**src/rtl/mem_stage_pkg.sv**
```systemverilog
//------------------------------------------------------------------------------
// Module   : mem_stage_pkg
// Brief    : Shared widths and FSM state encodings for the memory stage.
// Revision : 1.0 - initial release
//------------------------------------------------------------------------------
`default_nettype none

package mem_stage_pkg;

    localparam int DEFAULT_WORD_LEN          = 32;
    localparam int DEFAULT_REG_FILE_ADDR_LEN = 5;
    localparam int DEFAULT_TIMEOUT           = 255;

    typedef enum logic [0:0] {
        MEM_IDLE = 1'b0,
        MEM_WAIT = 1'b1
    } mem_state_e;

    // Width of the wait counter; it never needs to hold more than TIMEOUT-1.
    function automatic int wait_cnt_width(input int timeout);
        return (timeout > 1) ? $clog2(timeout) : 1;
    endfunction

endpackage

`default_nettype wire

```
**src/rtl/mem_wb_reg.sv**
```systemverilog
//------------------------------------------------------------------------------
// Module   : mem_wb_reg
// Brief    : MEM/WB pipeline register with synchronous reset and bubble insert.
// Revision : 1.0 - initial release
//------------------------------------------------------------------------------
`default_nettype none

module mem_wb_reg #(
    parameter int WORD_LEN     = 32,
    parameter int REG_ADDR_LEN = 5
) (
    input  logic                    clk,
    input  logic                    rst,
    input  logic                    bubble_i,
    input  logic                    wb_en_i,
    input  logic                    mem_r_en_i,
    input  logic [REG_ADDR_LEN-1:0] dest_i,
    input  logic [WORD_LEN-1:0]     alu_res_i,
    input  logic [WORD_LEN-1:0]     mem_data_i,
    output logic                    wb_en_o,
    output logic                    mem_r_en_o,
    output logic [REG_ADDR_LEN-1:0] dest_o,
    output logic [WORD_LEN-1:0]     alu_res_o,
    output logic [WORD_LEN-1:0]     mem_data_o
);

    logic                    wb_en_q;
    logic                    mem_r_en_q;
    logic [REG_ADDR_LEN-1:0] dest_q;
    logic [WORD_LEN-1:0]     alu_res_q;
    logic [WORD_LEN-1:0]     mem_data_q;

    // A bubble is a fully zeroed slot so WB sees a harmless no-op.
    always_ff @(posedge clk) begin
        if (rst || bubble_i) begin
            wb_en_q    <= 1'b0;
            mem_r_en_q <= 1'b0;
            dest_q     <= '0;
            alu_res_q  <= '0;
            mem_data_q <= '0;
        end else begin
            wb_en_q    <= wb_en_i;
            mem_r_en_q <= mem_r_en_i;
            dest_q     <= dest_i;
            alu_res_q  <= alu_res_i;
            mem_data_q <= mem_data_i;
        end
    end

    assign wb_en_o    = wb_en_q;
    assign mem_r_en_o = mem_r_en_q;
    assign dest_o     = dest_q;
    assign alu_res_o  = alu_res_q;
    assign mem_data_o = mem_data_q;

endmodule

`default_nettype wire

```
**src/rtl/mem_stage.sv**
```systemverilog
//------------------------------------------------------------------------------
// Module   : mem_stage
// Brief    : Pipeline memory stage: handshaked data-memory access with freeze,
//            timeout abort and the MEM/WB register.
// Revision : 1.0 - initial release
//------------------------------------------------------------------------------
`default_nettype none

module mem_stage
    import mem_stage_pkg::*;
#(
    parameter int WORD_LEN     = DEFAULT_WORD_LEN,
    parameter int REG_ADDR_LEN = DEFAULT_REG_FILE_ADDR_LEN,
    parameter int TIMEOUT      = DEFAULT_TIMEOUT
) (
    input  logic                    clk,
    input  logic                    rst,
    input  logic                    MEM_R_EN,
    input  logic                    MEM_W_EN,
    input  logic                    WB_EN_in,
    input  logic [REG_ADDR_LEN-1:0] dest_in,
    input  logic [WORD_LEN-1:0]     ALU_res_in,
    input  logic [WORD_LEN-1:0]     ST_value_in,
    output logic                    mem_req,
    output logic                    mem_we,
    output logic [WORD_LEN-1:0]     mem_addr,
    output logic [WORD_LEN-1:0]     mem_wdata,
    input  logic [WORD_LEN-1:0]     mem_rdata,
    input  logic                    mem_ready,
    output logic                    freeze,
    output logic                    mem_err,
    output logic                    WB_EN_out,
    output logic                    MEM_R_EN_out,
    output logic [REG_ADDR_LEN-1:0] dest_out,
    output logic [WORD_LEN-1:0]     ALU_res_out,
    output logic [WORD_LEN-1:0]     mem_data_out
);

    localparam int               CNT_W    = wait_cnt_width(TIMEOUT);
    localparam logic [CNT_W-1:0] CNT_LAST = CNT_W'(TIMEOUT - 1);
    localparam logic [CNT_W-1:0] CNT_ONE  = CNT_W'(1);

    mem_state_e        state_q, state_d;
    logic [CNT_W-1:0]  cnt_q, cnt_d;
    logic              err_q, err_d;

    logic              access;
    logic              timeout_hit;
    logic              wb_en_d;
    logic [WORD_LEN-1:0] mem_data_d;

    assign access = MEM_R_EN | MEM_W_EN;

    // Counter is 0 in IDLE, so with TIMEOUT==1 the request cycle itself aborts.
    assign timeout_hit = access & ~mem_ready & (cnt_q == CNT_LAST);

    always_ff @(posedge clk) begin
        if (rst) begin
            state_q <= MEM_IDLE;
            cnt_q   <= '0;
            err_q   <= 1'b0;
        end else begin
            state_q <= state_d;
            cnt_q   <= cnt_d;
            err_q   <= err_d;
        end
    end

    always_comb begin
        state_d = state_q;
        cnt_d   = cnt_q;
        err_d   = err_q | timeout_hit;
        case (state_q)
            MEM_IDLE: begin
                cnt_d = '0;
                if (access && !mem_ready && !timeout_hit) begin
                    state_d = MEM_WAIT;
                    cnt_d   = CNT_ONE;
                end
            end
            MEM_WAIT: begin
                // Leaving on a dropped request keeps the counter from wrapping.
                if (!access || mem_ready || timeout_hit) begin
                    state_d = MEM_IDLE;
                    cnt_d   = '0;
                end else begin
                    cnt_d = cnt_q + CNT_ONE;
                end
            end
            default: begin
                state_d = MEM_IDLE;
                cnt_d   = '0;
            end
        endcase
    end

    always_comb begin
        mem_req    = ~rst & access;
        mem_we     = MEM_W_EN;
        mem_addr   = {ALU_res_in[WORD_LEN-1:2], 2'b00};
        mem_wdata  = ST_value_in;
        freeze     = mem_req & ~mem_ready & ~timeout_hit;
        mem_err    = err_q;
        wb_en_d    = WB_EN_in & ~timeout_hit;
        mem_data_d = (MEM_R_EN && mem_ready) ? mem_rdata : '0;
    end

    mem_wb_reg #(
        .WORD_LEN     (WORD_LEN),
        .REG_ADDR_LEN (REG_ADDR_LEN)
    ) u_mem_wb_reg (
        .clk        (clk),
        .rst        (rst),
        .bubble_i   (freeze),
        .wb_en_i    (wb_en_d),
        .mem_r_en_i (MEM_R_EN),
        .dest_i     (dest_in),
        .alu_res_i  (ALU_res_in),
        .mem_data_i (mem_data_d),
        .wb_en_o    (WB_EN_out),
        .mem_r_en_o (MEM_R_EN_out),
        .dest_o     (dest_out),
        .alu_res_o  (ALU_res_out),
        .mem_data_o (mem_data_out)
    );

endmodule

`default_nettype wire

```
**config.mk**
```make
export PLATFORM = sky130hd
export DESIGN_NAME = mem_stage
export DESIGN_NICKNAME = d
export VERILOG_FILES = /design/src/rtl/mem_stage_pkg.sv /design/src/rtl/mem_wb_reg.sv /design/src/rtl/mem_stage.sv
export SDC_FILE = /design/constraint.sdc
export NUM_CORES = 1
export LEC_CHECK = 0
export CORE_UTILIZATION = 33
export CTS_CLUSTER_SIZE = 30
export DETAILED_ROUTE_END_ITERATION = 12
export MAX_ROUTING_LAYER = met4
export PLACE_DENSITY = 0.81
export SYNTH_ARGS = -nofsm -noshare
export SYNTH_HDL_FRONTEND = slang
export SYNTH_SLANG_ARGS = --single-unit
```
**constraint.sdc**
```tcl
create_clock -name clk -period 1.77 [get_ports clk]
set_clock_uncertainty 0.2 [all_clocks]
set_input_delay 0.177 -clock clk [delete_from_list [all_inputs] [get_ports clk]]
set_output_delay 0.177 -clock clk [all_outputs]
set_load 0.01 [all_outputs]
```
======== Word level (Yosys, flattened, before mapping) ========
Cells that the tools add are included.
word-level totals
  logic and storage cells ................. 39
  bits of input ports ..................... 107
  flip-flop bits (word level) ............. 81
  output and inout port bits .............. 139
cells by class
  muxes and demuxes ....................... 6
  equal/unequal tests ..................... 1
  bitwise logic cells ..................... 13
  reduce and logical (&&, ||, !) cells .... 10
  add/sub/neg operators ................... 1
operator list
  kind                 count
  $pmux 8 s2           1
  $add 8x1->8 const B  1
  $eq 8x8->1 const B   1
  $mux 8               1
  $and 1x1->1          6
  $not 1->1            5
  $logic_and 1x1->1    3
  $logic_not 1->1      3
  $logic_or 1x1->1     3
  $mux 1               3
  $or 1x1->1           2
  $pmux 1 s2           1
  $reduce_or 2->1      1

======== Logic depth before layout (Yosys ltp) ========
Gate-level depths: netlist of run 1.
  depth in word-level cells ............... 7
  depth in mapped cells ................... 6
  mapped depth without buffers ............ 5

======== Cells and area by module ========
Synthesis of run 1 repeated with hierarchy kept, for this count alone.
second synthesis, totals
  cell total of the unflattened synthesis .. 312
  area total of the unflattened synthesis .. 3,658.5 um^2
modules (own cells, without submodules)
  module      cells each  area each (um^2)  instances
  mem_wb_reg  158         2,484.9           1
  mem_stage   154         1,173.6           1

======== Worst setup path before layout of run 1 ========
OpenSTA, ideal clock, no wires.
  path type ............................... reg2out
  start point ............................. reg cnt_q[0]
  end point ............................... out freeze
  arrival time ............................ 1.220 ns
  path buffers ............................ 1
  setup slack ............................. 0.173 ns
  required time ........................... 1.393 ns
  stages on the path, launching flop included .. 7
  path through ............................ dfxtp_1 -> inv_1 -> ha_1 -> nand3_1 -> o21a_4 -> buf_6 -> and2_1
on the way
  word-level cells in the longest chain between the ends .. 4
RTL lines
  element                 RTL line          source
  start, declared         mem_stage.sv:44   logic [CNT_W-1:0] cnt_q, cnt_d;
  start signal, assigned  mem_stage.sv:64   cnt_q <= cnt_d;
  $eq 8x8->1              mem_stage.sv:55   assign timeout_hit = access & ~mem_ready & (cnt_q == CNT_LAST);
  $and 1x1->1             mem_stage.sv:55
  $not 1->1               mem_stage.sv:102  freeze = mem_req & ~mem_ready & ~timeout_hit;
  $and 1x1->1             mem_stage.sv:102
  end, declared           mem_stage.sv:30   output logic freeze,
Every way passes these cells.

======== Final worst setup path of run 1 ========
Ends and elaborated chain as after synthesis.

==> tab_implementation.tex, run 1 <==
\begin{tabular}{lr}
\hline
Metric & Value \\
\hline
\multicolumn{2}{l}{\textbf{Run status}} \\
Run status & finished, violations left \\
Violations in the final reports & negative setup slack \\
\multicolumn{2}{l}{\textbf{Pwr}} \\
Power density of the placed cells & between 700 and 800 nW/µm² \\
Internal portion of total power & about 2.9 mW \\
Relative contribution of sequential cells to total power & around 50\% \\
Leakage power & around 1.9 nW \\
Proportion of power drawn by the clock network & 34.0\% \\
Combinational Power Share & between 15 and 20\% \\
Fraction of power spent switching nets & between 20 and 25\% \\
Net switching power of the design & between 0.9 and 1 mW \\
Peak supply drop & about 0.40 mV \\
\multicolumn{2}{l}{\textbf{Timing}} \\
Top achievable clock speed & between 500 and 600 MHz \\
Clock period minus worst slack & about 1.8 ns \\
Tcrit/Tclk final & 104\% \\
Final-report setup violation count & 1 \\
Final Hold Slack & 0.0459 ns \\
Final-report hold violation count & 0 \\
Setup repair after global routing missed its margin & true \\
Final slew viol count & 0 \\
Post-route setup slack & -0.0651 ns \\
\multicolumn{2}{l}{\textbf{Placement}} \\
Placed standard-cell area & about 4700 µm² \\
Routability-driven placement congestion ratio & approximately 0.82 \\
Sum of net half-perimeters after detailed placement & 5.81 mm \\
Number of port buffers & between 150 and 200 \\
Post-Place Worst Slack & -0.300 ns \\
\multicolumn{2}{l}{\textbf{Clocking}} \\
Clock latency on the worst-skew pair & 0.35 ns \\
Maximum buffer depth of the clock tree & 2 \\
Clock buffers created by TritonCTS & 9 \\
Count of clock tree sinks & around 80 \\
Count of buffers added by post-CTS timing repair for setup & 0 \\
CTS Root Cell & sky130\_fd\_sc\_hd\_\_clkbuf\_8 \\
Clock edge transition at the registers on the reported setup and hold paths & 0.10 ns \\
Number of H-tree levels & 3 \\
TritonCTS clock tree & done \\
\multicolumn{2}{l}{\textbf{Die}} \\
Die span in x & about 99 µm \\
Floorplan Core Area & around 9200 µm² \\
Chip Height & between 90 and 100 µm \\
Std cell rows & 35 \\
Die area & a little under 10000 µm² \\
Number of top-level design ports & about 250 \\
Starting utilization of the core area & 34.0\% \\
\multicolumn{2}{l}{\textbf{Synth}} \\
Avg Inst Size Synth & 11.6 µm² \\
Sequential area share after synthesis & 51.8\% \\
Count of state elements after synthesis & 81 \\
Number of warnings reported in the yosys synthesis log & 0 \\
Cell count after synthesis & 270 \\
Yosys cell types & 29 \\
Synthesized area & between 3000 and 4000 µm² \\
\multicolumn{2}{l}{\textbf{Critical path}} \\
Worst Setup Path Type & flop to primary output \\
Arrival time worst endpoint & between 1 and 1.5 ns \\
Reg-to-reg slack, setup & 0.10 ns \\
Max FO, Critical Path & 2 \\
Crit-path cells & inv\_2 -> ha\_4 -> nand3\_4 -> o21a\_4 -> and2\_4 -> buf\_6 \\
Startpoint type of the worst setup path & flop \\
Biggest cell delay along the critical path & $\sim$0.34 ns \\
Slowest cell on the critical path & sky130\_fd\_sc\_hd\_\_dfxtp\_2 \\
Required arrival time at the worst endpoint & 1.39 ns \\
Kind of cell with the highest combined delay on the critical path & flip-flops \\
Critical Path Sink Type & primary output \\
CP Buf/Inv Count & 2 \\
\multicolumn{2}{l}{\textbf{Global routing}} \\
Congestion Overflow GR & 0 \\
Vias in the first global route & 2200 \\
Largest net degree at the start of global routing & 37 \\
First-pass GRT wire length & around 11 mm \\
Total GRT Usage & between 10\% and 20\% \\
Initial antenna violation count & 0 \\
\multicolumn{2}{l}{\textbf{Drt}} \\
Residual DRC count & 0 \\
ANT nets after route & 0 \\
Wirelength, routed & about 7.6 mm \\
Vias per std cell & around 4.4 \\
Initial detailed-routing violation count & 39 \\
Total number of vias & roughly 2300 \\
WL/cell & roughly 15 µm \\
Number of detailed-route iterations in the first pass & 6 \\
\multicolumn{2}{l}{\textbf{Finish}} \\
Non-Filler Cell Area, Final & around 4900 µm² \\
Count of nets after finishing & around 510 \\
Ratio of cells with drive above 1 in the final layout & approximately a fifth \\
Commonest non-fill, non-tap cells in the layout & sky130\_fd\_sc\_hd\_\_clkdlybuf4s50\_1 (174), sky130\_fd\_sc\_hd\_\_dfxtp\_1 (80), sky130\_fd\_sc\_hd\_\_nor3b\_2 (38) \\
Core utilization of the finished layout & between 50 and 60\% \\
Diodes inserted & 0 \\
Leading cell type in the layout, fill and taps excluded & sky130\_fd\_sc\_hd\_\_clkdlybuf4s50\_1 \\
Area overhead of the layout relative to synthesis & 56.7\% \\
\multicolumn{2}{l}{\textbf{Run}} \\
Count of max-cap constraint violations & 0 \\
\multicolumn{2}{l}{\textbf{Hold path}} \\
Worst min-delay path category & input pin to flop \\
\hline
\end{tabular}
-- synthesized netlist by cell type --
master,n,area (µm²)
sky130_fd_sc_hd__a21oi_1,3,15.0
sky130_fd_sc_hd__and2_1,34,213
sky130_fd_sc_hd__and3_1,2,12.5
sky130_fd_sc_hd__buf_1,1,3.75
sky130_fd_sc_hd__buf_2,2,10.0
sky130_fd_sc_hd__buf_4,65,488
sky130_fd_sc_hd__buf_6,4,45.0
sky130_fd_sc_hd__clkbuf_1,5,18.8
sky130_fd_sc_hd__conb_1,1,3.75
sky130_fd_sc_hd__dfxtp_1,81,1620
sky130_fd_sc_hd__ha_1,2,25.0
sky130_fd_sc_hd__inv_1,3,11.3
sky130_fd_sc_hd__nand2_1,2,7.51
sky130_fd_sc_hd__nand3_1,4,20.0
sky130_fd_sc_hd__nand4_1,1,6.26
sky130_fd_sc_hd__nand4_2,1,12.5
sky130_fd_sc_hd__nor2_1,6,22.5
sky130_fd_sc_hd__nor3b_1,1,7.51
sky130_fd_sc_hd__nor3b_2,38,475
sky130_fd_sc_hd__nor4_1,1,6.26
sky130_fd_sc_hd__o2111ai_1,1,8.76
sky130_fd_sc_hd__o21a_1,1,7.51
sky130_fd_sc_hd__o21a_4,1,15.0
sky130_fd_sc_hd__o21ai_0,3,15.0
sky130_fd_sc_hd__o21ba_2,1,10.0
sky130_fd_sc_hd__or3_1,1,6.26
sky130_fd_sc_hd__or3_2,2,15.0
sky130_fd_sc_hd__xnor2_1,1,8.76
sky130_fd_sc_hd__xor2_1,2,17.5
-- final timing paths --
path                            start                                    end  depth (start not counted)
hold / removal                    rst  u_mem_wb_reg.alu_res_o[30]$_SDFF_PP0_                          3
setup reg to reg  cnt_q[0]$_SDFF_PP0_      u_mem_wb_reg.dest_o[3]$_SDFF_PP0_                          7
setup / recovery  cnt_q[0]$_SDFF_PP0_                                 freeze                          6
hold reg to reg    mem_err$_SDFF_PP0_                     mem_err$_SDFF_PP0_                          1
-- worst register-to-register path, stage by stage (launching register included) --
cell and delay [ns]:
sky130_fd_sc_hd__dfxtp_2 0.34, sky130_fd_sc_hd__inv_2 0.06, sky130_fd_sc_hd__ha_4 0.14, sky130_fd_sc_hd__nand3_4 0.08
sky130_fd_sc_hd__o21a_4 0.23, sky130_fd_sc_hd__buf_4 0.15, sky130_fd_sc_hd__buf_12 0.18, sky130_fd_sc_hd__nor3b_2 0.22
-- state kept, by name, indices dropped and copies added (netlist names) --
signal / count
cnt_q: 8
mem_err: 1
state_q: 1
u_mem_wb_reg.alu_res_o: 32
u_mem_wb_reg.dest_o: 5
u_mem_wb_reg.mem_data_o: 32
u_mem_wb_reg.mem_r_en_o: 1
u_mem_wb_reg.wb_en_o: 1
-- cell families after synthesis --
logic type	after synthesis	share of synthesized area [%]
and+or+nand+nor	93	25.7
DFF	81	51.8
buffers and inverters	80	18.4
AOI/OAI and AO/OA	10	2.28
xor gates and xnor gates	3	0.840
adders and majority gates	2	0.800
other	1	0.120
-- layout make-up --
cell class | count | area, µm²
clock buffer | 11 | 151
timing repair buffer | 200 | 1970
clock inverter | 5 | 37.5
sequential | 81 | 1620
multi-input combinational | 110 | 968
inverter | 3 | 11.3
tap | 111 | 139
fill | 778 | 4290
-- routing by layer --
layer	wire, µm	GRT usage (%)
met4	199	7.35
met2	3860	27.6
met1	2710	14.0
met5	0	-
met3	850	6.32
-- repair_timing --
item | CTS | global route
hold buffers | 0 | 2
gates resized for setup | 9 | 7
pin swaps | 0 | 1
setup endpoints to repair | 3 | 8
endpoints found under the hold margin | 0 | 3
-- power groups by stage --
| stage | Clock, mW | Combinational (mW) | Sequential (mW) |
|---|---|---|---|
| 2_1_floorplan | 0 | 0.285 | 1.98 |
| 3_3_place_gp | 0 | 0.590 | 1.95 |
| 3_5_place_dp | 0 | 0.600 | 1.95 |
| 4_1_cts | 1.34 | 0.598 | 1.91 |
| 5_1_grt | 1.43 | 0.634 | 1.91 |
| 6_report | 1.29 | 0.599 | 1.91 |
-- stage by stage --
stage          TNS, ns  cells  total power, mW
3_5_place_dp     -4.32    503             2.55
5_1_grt         -0.125    521             3.98
3_3_place_gp     -2.92    503             2.54
4_1_cts        -0.0743    519             3.84
6_report       -0.0651    521             3.79
2_1_floorplan        0    271             2.27
No activity file was read; power rests on OpenSTA's default activity.
==> run 2: changes to the inputs <==
--- a/config.mk
+++ b/config.mk
@@ -8,6 +8,7 @@
 export CORE_UTILIZATION = 33
 export CTS_CLUSTER_SIZE = 30
 export DETAILED_ROUTE_END_ITERATION = 12
+export HOLD_SLACK_MARGIN = 0.06
 export MAX_ROUTING_LAYER = met4
 export PLACE_DENSITY = 0.81
 export SYNTH_ARGS = -nofsm -noshare
==> tab_implementation.tex, run 2 (synthesis results as in run 1) <==
\begin{tabular}{lr}
\hline
Metric & Value \\
\hline
\multicolumn{2}{l}{\textbf{Drt}} \\
Vias per std cell & 4.37 (+0.15\%) \\
ANT nets after route & 0 (unchanged) \\
WL/cell & 14.7 µm (+0.43\%) \\
Wirelength, routed & 7.64 mm (+0.24\%) \\
Total number of vias & 2273 (-0.044\%) \\
Residual DRC count & 0 (unchanged) \\
Number of detailed-route iterations in the first pass & 7 (+1) \\
Initial detailed-routing violation count & 49 (+26\%) \\
\multicolumn{2}{l}{\textbf{Critical path}} \\
Required arrival time at the worst endpoint & 1.39 ns (about the same) \\
Path depth of the worst reg2reg path & 7 (unchanged) \\
Critical Path Sink Type & primary output \\
Startpoint type of the worst setup path & flop \\
Reg-to-reg slack, setup & 0.10 ns (about the same) \\
Launch point of the worst reg-to-reg path & cnt\_q[0]\$\_SDFF\_PP0\_ \\
Worst Setup Path Type & flop to primary output \\
Max FO, Critical Path & 2 (unchanged) \\
Worst reg2reg path endpoint & u\_mem\_wb\_reg.dest\_o[3]\$\_SDFF\_PP0\_ \\
Arrival time worst endpoint & 1.46 ns (about the same) \\
\multicolumn{2}{l}{\textbf{Finish}} \\
Ratio of cells with drive above 1 in the final layout & 21.3\% (+0.30 points) \\
Core utilization of the finished layout & 53.2\% (-0.15 points) \\
Count of nets after finishing & 513 (-0.19\%) \\
Area overhead of the layout relative to synthesis & 56.2\% \\
Diodes inserted & 0 (unchanged) \\
Commonest non-fill, non-tap cells in the layout & sky130\_fd\_sc\_hd\_\_clkdlybuf4s50\_1 (174), sky130\_fd\_sc\_hd\_\_dfxtp\_1 (80), sky130\_fd\_sc\_hd\_\_nor3b\_2 (38) \\
Non-filler cells, final & 520 (-0.19\%) \\
FF+latch area & 1620 µm² (unchanged) \\
Combined area of the multi-input logic cells & 968 µm² (unchanged) \\
Filler Cell Count & 781 (+0.39\%) \\
Leading cell type in the layout, fill and taps excluded & sky130\_fd\_sc\_hd\_\_clkdlybuf4s50\_1 \\
\multicolumn{2}{l}{\textbf{Die}} \\
Starting utilization of the core area & 34.0\% (unchanged) \\
Chip Height & 99.4 µm (unchanged) \\
Number of top-level design ports & 246 (unchanged) \\
Die span in x & 99.4 µm (unchanged) \\
Die area & 9880 µm² (unchanged) \\
Floorplan Core Area & 9200 µm² (unchanged) \\
Std cell rows & 35 (unchanged) \\
\multicolumn{2}{l}{\textbf{Hold path}} \\
End point of the most critical hold path & mem\_wdata[11] \\
Worst min-delay path category & input pin to primary output \\
Hold-critical path depth & 0 (-3) \\
Worst hold path startpoint & ST\_value\_in[11] \\
\multicolumn{2}{l}{\textbf{Pwr}} \\
Peak supply drop & 0.396 mV (about the same) \\
Leakage power & 1.85 nW (-0.32\%) \\
Power density of the placed cells & 776 nW/µm² (+0.27\%) \\
\multicolumn{2}{l}{\textbf{Clocking}} \\
Count of clock tree sinks & 81 (unchanged) \\
Maximum buffer depth of the clock tree & 2 (unchanged) \\
TritonCTS clock tree & done \\
Count of buffers added by post-CTS timing repair for setup & 0 (unchanged) \\
CTS Root Cell & sky130\_fd\_sc\_hd\_\_clkbuf\_8 \\
Number of H-tree levels & 3 (unchanged) \\
Clock edge transition at the registers on the reported setup and hold paths & 0.10 ns (about the same) \\
Clock latency on the worst-skew pair & 0.35 ns (about the same) \\
Clock buffers created by TritonCTS & 9 (unchanged) \\
\multicolumn{2}{l}{\textbf{Run}} \\
Count of max-cap constraint violations & 0 (unchanged) \\
\multicolumn{2}{l}{\textbf{Global routing}} \\
Initial antenna violation count & 0 (unchanged) \\
Congestion Overflow GR & 0 (unchanged) \\
Largest net degree at the start of global routing & 37 (unchanged) \\
Vias in the first global route & 2215 (+0.68\%) \\
Total GRT Usage & 15.4\% (+0.077 points) \\
First-pass GRT wire length & 11.1 mm (+0.63\%) \\
\multicolumn{2}{l}{\textbf{Placement}} \\
Sum of net half-perimeters after detailed placement & 5.81 mm (unchanged) \\
Routability-driven placement congestion ratio & 0.823 (unchanged) \\
Number of port buffers & 179 (unchanged) \\
Total placed cells including tap cells & 503 (unchanged) \\
\multicolumn{2}{l}{\textbf{Timing}} \\
Clock period minus worst slack & 1.84 ns (+0.000484 ns) \\
Final slew viol count & 0 (unchanged) \\
Final-report hold violation count & 0 (unchanged) \\
Top achievable clock speed & 545 MHz (about the same) \\
Final-report setup violation count & 1 (unchanged) \\
Post-route setup slack & -0.0656 ns (-0.000484 ns) \\
Setup repair after global routing missed its margin & true \\
Tcrit/Tclk final & 104\% (about the same) \\
\multicolumn{2}{l}{\textbf{Run status}} \\
Run status & finished, violations left \\
Violations in the final reports & negative setup slack \\
\hline
\end{tabular}
==> run 2: changes by cell type in the layout (fill, tap and decap cells not counted) <==
cell / change
sky130_fd_sc_hd__dlygate4sd2_1: -1
sky130_fd_sc_hd__dlygate4sd3_1: -1
sky130_fd_sc_hd__clkbuf_2: +1
==> run 2: how the worst max path moves through the flow <==
stage             end           startpoint  cells after the start
2_1_floorplan  freeze  cnt_q[0]$_SDFF_PP0_                      6
3_3_place_gp   freeze             MEM_R_EN                      5
3_5_place_dp   freeze             MEM_R_EN                      5
4_1_cts        freeze  cnt_q[0]$_SDFF_PP0_                      6
5_1_grt        freeze  cnt_q[0]$_SDFF_PP0_                      6
6_report       freeze  cnt_q[0]$_SDFF_PP0_                      6
==> run 2: power by group <==
| group | switching (mW) | internal (mW) | total (mW) | leakage [nW] |
|---|---|---|---|---|
| registers | 0.0185 | 1.89 | 1.91 | 0.663 |
| clock network | 0.700 | 0.592 | 1.29 | 0.0919 |
| logic | 0.208 | 0.389 | 0.596 | 1.09 |
| total | 0.926 | 2.87 | 3.79 | 1.85 |
==> run 2: metrics by stage <==
stage | area, µm² | power, mW | setup TNS [ns] | hold WS (ns) | setup slack, ns
6_report | 4890 | 3.79 | -0.0656 | 0.154 | -0.0656
5_1_grt | 4890 | 3.98 | -0.123 | 0.154 | -0.123
4_1_cts | 4870 | 3.85 | -0.0793 | 0.154 | -0.0743
3_5_place_dp | 4660 | 2.55 | -4.32 | 0.154 | -0.300
3_3_place_gp | 4660 | 2.54 | -2.92 | 0.154 | -0.290
2_1_floorplan | 3130 | 2.27 | 0 | 0.0987 | 0.173
==> run 2: cell type report <==
| cell class | instances | share of cell area (%) |
|---|---|---|
| clock buffer | 11 | 3.10 |
| clock inverter | 5 | 0.768 |
| timing repair buffer | 199 | 40.1 |
| inverter | 3 | 0.230 |
| tap | 111 | 2.84 |
| sequential | 81 | 33.2 |
| multi-input combinational | 110 | 19.8 |
==> run 2: repair_timing <==
item	CTS	global route
gates resized for setup	9	9
endpoints found under the hold margin	11	0
pin swaps	0	1
cloned	0	0
hold buffers	2	0
endpoints found under the setup margin	3	11
==> run 2: worst max-delay path: stages (launching register included) <==
cell and delay (ns):
sky130_fd_sc_hd__dfxtp_2 0.34, sky130_fd_sc_hd__inv_2 0.06, sky130_fd_sc_hd__ha_4 0.14, sky130_fd_sc_hd__nand3_4 0.08, sky130_fd_sc_hd__o21a_4 0.23, sky130_fd_sc_hd__and2_4 0.15
sky130_fd_sc_hd__buf_6 0.11
==> run 2: metal layers <==
metal	wire, µm	GRT usage, %	share of wire, %
met3	834	6.25	11
met1	2750	14.1	36
met4	215	7.35	2.8
met5	0	-	0
met2	3840	27.7	50
